[config.mk]
export PLATFORM = sky130hd
export DESIGN_NAME = regfile_nr2w1
export DESIGN_NICKNAME = d
export VERILOG_FILES = /design/src/rtl/regfile_pkg.sv /design/src/rtl/regfile_scoreboard.sv /design/src/rtl/regfile_nr2w1.sv
export SDC_FILE = /design/constraint.sdc
export NUM_CORES = 2
export LEC_CHECK = 0
export BUFFER_PORTS_ARGS = -buffer_cell sky130_fd_sc_hd__buf_2
export CAP_MARGIN = 15
export CORE_UTILIZATION = 44
export DETAILED_ROUTE_END_ITERATION = 10
export PLACE_DENSITY = 0.67
export SLEW_MARGIN = 20
export SYNTH_ARGS = -nofsm -noshare
export SYNTH_HDL_FRONTEND = slang
export SYNTH_HIERARCHICAL = 1
export SYNTH_SLANG_ARGS = --single-unit
[constraint.sdc]
create_clock -name clk -period 4.9 [get_ports clk]
set_input_delay 0.49 -clock clk [delete_from_list [all_inputs] [get_ports clk]]
set_output_delay 0.49 -clock clk [all_outputs]
set_load 0.02 [all_outputs]
[src/rtl/regfile_pkg.sv]
// Shared constants, the address-width helper and the register index type
// for the two-read/one-write register file.
package regfile_pkg;

    localparam int unsigned DEF_WIDTH    = 64;
    localparam int unsigned DEF_NREG     = 32;
    localparam int unsigned DEF_ZERO_REG = 31;

    function automatic int unsigned calc_aw(input int unsigned n);
        return (n < 2) ? 1 : $clog2(n);
    endfunction

    typedef logic [calc_aw(DEF_NREG)-1:0] reg_idx_t;

endpackage

[src/rtl/regfile_scoreboard.sv]
// Pending-write tracker: issue sets, write-back clears, set wins on the same
// index, and the hardwired-zero register never becomes pending.
module regfile_scoreboard
    import regfile_pkg::*;
#(
    parameter int unsigned NREG     = DEF_NREG,
    parameter bit          ZERO_EN  = 1'b1,
    parameter int unsigned ZERO_REG = DEF_ZERO_REG,
    localparam int unsigned AW      = calc_aw(NREG)
) (
    input  logic            clk,
    input  logic            rst_n,
    input  logic            wen,
    input  logic [AW-1:0]   waddr,
    input  logic            issue,
    input  logic [AW-1:0]   issue_rd,
    input  logic [AW-1:0]   aaddr,
    input  logic [AW-1:0]   baddr,
    output logic            a_busy,
    output logic            b_busy,
    output logic [NREG-1:0] pending
);

    logic [NREG-1:0] pending_nxt;

    function automatic logic is_zero(input logic [AW-1:0] a);
        return ZERO_EN && (32'(a) == ZERO_REG);
    endfunction

    // Clear first, then set, so a same-edge issue to the written index wins.
    always_comb begin
        pending_nxt = pending;
        if (wen)
            pending_nxt[waddr] = 1'b0;
        if (issue)
            pending_nxt[issue_rd] = 1'b1;
        for (int unsigned i = 0; i < NREG; i++) begin
            if (is_zero(AW'(i)))
                pending_nxt[i] = 1'b0;
        end
    end

    always_ff @(negedge clk or negedge rst_n) begin
        if (!rst_n)
            pending <= '0;
        else
            pending <= pending_nxt;
    end

    assign a_busy = pending[aaddr];
    assign b_busy = pending[baddr];

endmodule

[src/rtl/regfile_nr2w1.sv]
// NREG x WIDTH register file with two combinational read ports, one
// falling-edge write port, optional hardwired zero register and scoreboard.
module regfile_nr2w1
    import regfile_pkg::*;
#(
    parameter int unsigned WIDTH    = DEF_WIDTH,
    parameter int unsigned NREG     = DEF_NREG,
    parameter bit          ZERO_EN  = 1'b1,
    parameter int unsigned ZERO_REG = DEF_ZERO_REG,
    localparam int unsigned AW      = calc_aw(NREG)
) (
    input  logic             clk,
    input  logic             rst_n,
    input  logic             wen,
    input  logic [AW-1:0]    waddr,
    input  logic [WIDTH-1:0] dbus,
    input  logic [AW-1:0]    aaddr,
    input  logic [AW-1:0]    baddr,
    output logic [WIDTH-1:0] abus,
    output logic [WIDTH-1:0] bbus,
    input  logic             issue,
    input  logic [AW-1:0]    issue_rd,
    output logic             a_busy,
    output logic             b_busy,
    output logic [NREG-1:0]  pending
);

    logic [WIDTH-1:0] regs [NREG];

    function automatic logic is_zero(input logic [AW-1:0] a);
        return ZERO_EN && (32'(a) == ZERO_REG);
    endfunction

    always_ff @(negedge clk or negedge rst_n) begin
        if (!rst_n) begin
            for (int unsigned i = 0; i < NREG; i++)
                regs[i] <= '0;
        end else if (wen && !is_zero(waddr)) begin
            regs[waddr] <= dbus;
        end
    end

    // Writes land on the falling edge, so the second half-cycle sees them
    // through the plain read mux.
    assign abus = is_zero(aaddr) ? '0 : regs[aaddr];
    assign bbus = is_zero(baddr) ? '0 : regs[baddr];

    regfile_scoreboard #(
        .NREG     (NREG),
        .ZERO_EN  (ZERO_EN),
        .ZERO_REG (ZERO_REG)
    ) u_scoreboard (
        .clk      (clk),
        .rst_n    (rst_n),
        .wen      (wen),
        .waddr    (waddr),
        .issue    (issue),
        .issue_rd (issue_rd),
        .aaddr    (aaddr),
        .baddr    (baddr),
        .a_busy   (a_busy),
        .b_busy   (b_busy),
        .pending  (pending)
    );

endmodule

==> impl_metrics.csv <==
group,metric,value,unit
run_status,status,"complete, but fails checks",
run_status,failed_checks,"negative setup slack",
timing,finalHoldViolCount,0,
finish,utilization,51.57,%
route,routedWlPerCell,34.14,um
power,p_comb_share,23.0,%
clock_network,cts_root_buf,"clkbuf_16",
floorplan,dieArea,252700,sq um
route,dr.pass1.iters,5,
clock_network,htreeDepth,4,
finish,syn2layout_area_growth,16.36,%
synthesis,syn-num-nets,7431,
timing,finalMaxSlewViolations,0,
global_routing,track_usage,29.73,%
route,vias,73438,
global_routing,grt_pass1_wl,547000,um
critical_path,path_class,"register to output pin",
global_routing,grt_max_degree,132,
floorplan,num_rows,183,
floorplan,die_h,502.7,um
placement,portBuffers,248,
timing,skew,0,ns
critical_path,end_kind,"output pin",
timing,setup_viol,130,
floorplan,die_w,502.7,um
synthesis,syn_area,110300,sq um
finish,final_cell_mix,"2079 x dfrtn_1, 1973 x mux2_2, 896 x mux4_2",
synthesis,ys_async_sr_fraction,100.0,%
global_routing,grt_pass1_vias,75946,
route,ant_nets,0,
placement,place.gp.congestion,0.8529,
clock_network,cts.sinks,2079,
clock_network,clk_pin_slew,0.04,ns
finish,final_common_cell,"dfrtn_1",
timing,rsz0062_at_grt,"yes",
critical_path,required,4.41,ns
clock_network,cts_buffers,218,
critical_path,cp_max_fo,3,
synthesis,yosys_warnings,6,
finish,drive_above_1_share,56.24,%
route,wirelength,375100,um
route,drt_iter0_drc,7411,
synthesis,ys_types,60,
floorplan,core,248900,sq um
power,p_leak,55.47,nW
timing,hold_ws,0.3401,ns
critical_path,arrival,5.10,ns
floorplan,initial_core_util,44.32,%
floorplan,io_pins,250,
run,drv_cap,0,
clock_network,insertion_delay,0.79,ns
critical_path,r2r_slack,3.87,ns
power,power_frac_seq,44.4,%
placement,dp.final_hpwl,228800,um
timing,fin_setup_tns,-59.15,ns
min_path,min_path_type,"register to register",
power,intPower,37.42,mW
timing,worst_pin_slew,1.192,ns
critical_path,max_stage_delay,0.51,ns
power,p_sw,14.91,mW
timing,timing.final.ws_setup,-0.6854,ns
min_path,hold_depth,0,
power,power_density,407.7,nW/um^2
finish,multi_input_area,56390,sq um
clock_network,clk_path_buf_depth,3,
clock_network,tritoncts,"built",
critical_path,crit_path_top_delay_cell,"mux4_2",
synthesis,syn_inst,7343,
finish,nFillCells,20164,
critical_path,reg2reg_depth,3,
route,viasPerCell,6.684,
global_routing,antenna_found_initial,30,
synthesis,synth_edf_count,0,
power,finalPower,52.33,mW
synthesis,synth_seq_cells,2079,
critical_path,cp_cell_sequence,"mux4_2, mux4_2, o22ai_4, nor3_4, buf_6",
placement,place_ws,-0.2889,ns
critical_path,critPathLaunchType,"register",
global_routing,overflow,0,
synthesis,ys_seq_area_share,47.17,%
critical_path,critPathMostFrequentCell,"mux4_2",
route,post-route-drc-count,0,
power,peakVddDrop,0.4489,mV
synthesis,syn_avg_cell_area,15.02,sq um
timing,relSlewSlack,20.45,%
power,p_sw_share,28.49,%
finish,seqCellArea,52020,sq um
power,clkPwrFrac,32.6,%
finish,fin_nets,7563,
synthesis,ys.flop_type,"dfrtn_1",
[timing repair]
action,in CTS,in global routing
endpoints found under the setup margin,130,130
hold buffers,0,0
pin swaps,171,78
buffers inserted,82,19
resized for setup,541,90
cloned,0,0
[per-layer routing]
metal	GRT usage [%]	vias to the layer above	share of wire, %	wire length, um
met5	0	-	0.023	88
li1	-	28712	-	-
met2	45.88	3795	46	173600
met4	12.20	14	4.4	16440
met1	40.55	40068	40	151900
met3	6.726	849	8.8	33050
[flip-flops by register name, summed over array words and instances, names as in the netlist]
name	flops
regs	2048
u_scoreboard/pending	31
[metrics by stage]
step,instance area [sq um],std cells
after floorplan,110300,7343
after CTS,127800,10962
after detailed placement,118100,10516
final,128300,10987
after global routing,128300,10982
after global placement,118000,10515
[worst paths after layout]
check | endpoint | start
hold reg to reg | regs[25] | regs[25]
min in group asynchronous | regs[556] | rst_n
max in group asynchronous | regs[1297] | rst_n
setup reg to reg | regs[825] | regs[825]
hold / removal | regs[25] | regs[25]
setup / recovery | bbus[29] | regs[1821]
[Yosys cell counts, drive strengths merged, types with 3 or more instances]
| cell | number | area share [%] |
|---|---|---|
| or3b | 5 | 0.040 |
| nand3b | 18 | 0.12 |
| o21ai | 189 | 0.86 |
| a21oi | 75 | 0.34 |
| nor4 | 9 | 0.051 |
| nor2 | 78 | 0.33 |
| o22ai | 26 | 0.15 |
| buf | 399 | 2.0 |
| and2 | 3 | 0.017 |
| o221ai | 55 | 0.44 |
| a2111oi | 4 | 0.032 |
| o22a | 73 | 0.58 |
| nand4 | 3 | 0.017 |
| mux2i | 479 | 4.3 |
| nand3 | 57 | 0.26 |
| a22oi | 48 | 0.33 |
| nand2b | 13 | 0.074 |
| a221oi | 59 | 0.47 |
| a211oi | 79 | 0.54 |
| dfrtn | 2079 | 47 |
| mux2 | 2040 | 21 |
| nand2 | 71 | 0.24 |
| or3 | 3 | 0.017 |
| or2 | 4 | 0.023 |
| and3 | 35 | 0.20 |
| a21o | 5 | 0.034 |
| mux4 | 898 | 18 |
| nor3b | 4 | 0.041 |
| o311a | 4 | 0.036 |
| a22o | 27 | 0.21 |
| nor3 | 10 | 0.045 |
| nor2b | 22 | 0.12 |
| a31oi | 6 | 0.034 |
| clkbuf | 445 | 1.5 |
[critical path: cells and delay by family, from the launching register on]
kind | cells | cell delay, ns
AOI/OAI and AO/OA | 1 | 0.23
buffers and inverters | 1 | 0.16
DFF | 1 | 0.36
muxes | 2 | 1.02
and+or+nand+nor | 1 | 0.07
[layout make-up]
class / instances / share of cell area, %
inverter: 1 / 0.002925
multi-input combinational: 4419 / 43.94
clock buffer: 325 / 5.064
sequential: 2079 / 40.53
tap: 3330 / 3.246
clock inverter: 64 / 0.6044
timing repair buffer: 756 / 6.583
antenna: 13 / 0.02535
[power by group through the flow]
stage	combinational, mW	sequential (mW)	clock, mW
2_1_floorplan	7.98	22.6	0
3_3_place_gp	10.7	23.0	0
3_5_place_dp	11.0	23.4	0
4_1_cts	11.9	23.1	17.2
5_1_grt	12.7	23.6	17.9
6_report	12.0	23.2	17.1
[kinds of logic (layout without fill, tap and decap cells)]
group	Yosys count	in the layout	share of synthesized area, %
mux	3417	3417	43.52
flops	2079	2079	47.17
buf+inv	845	1146	3.530
compound gates	663	663	4.147
simple gates	338	338	1.628
other cells	1	14	0.003400
No activity file was read; power rests on OpenSTA's default activity.
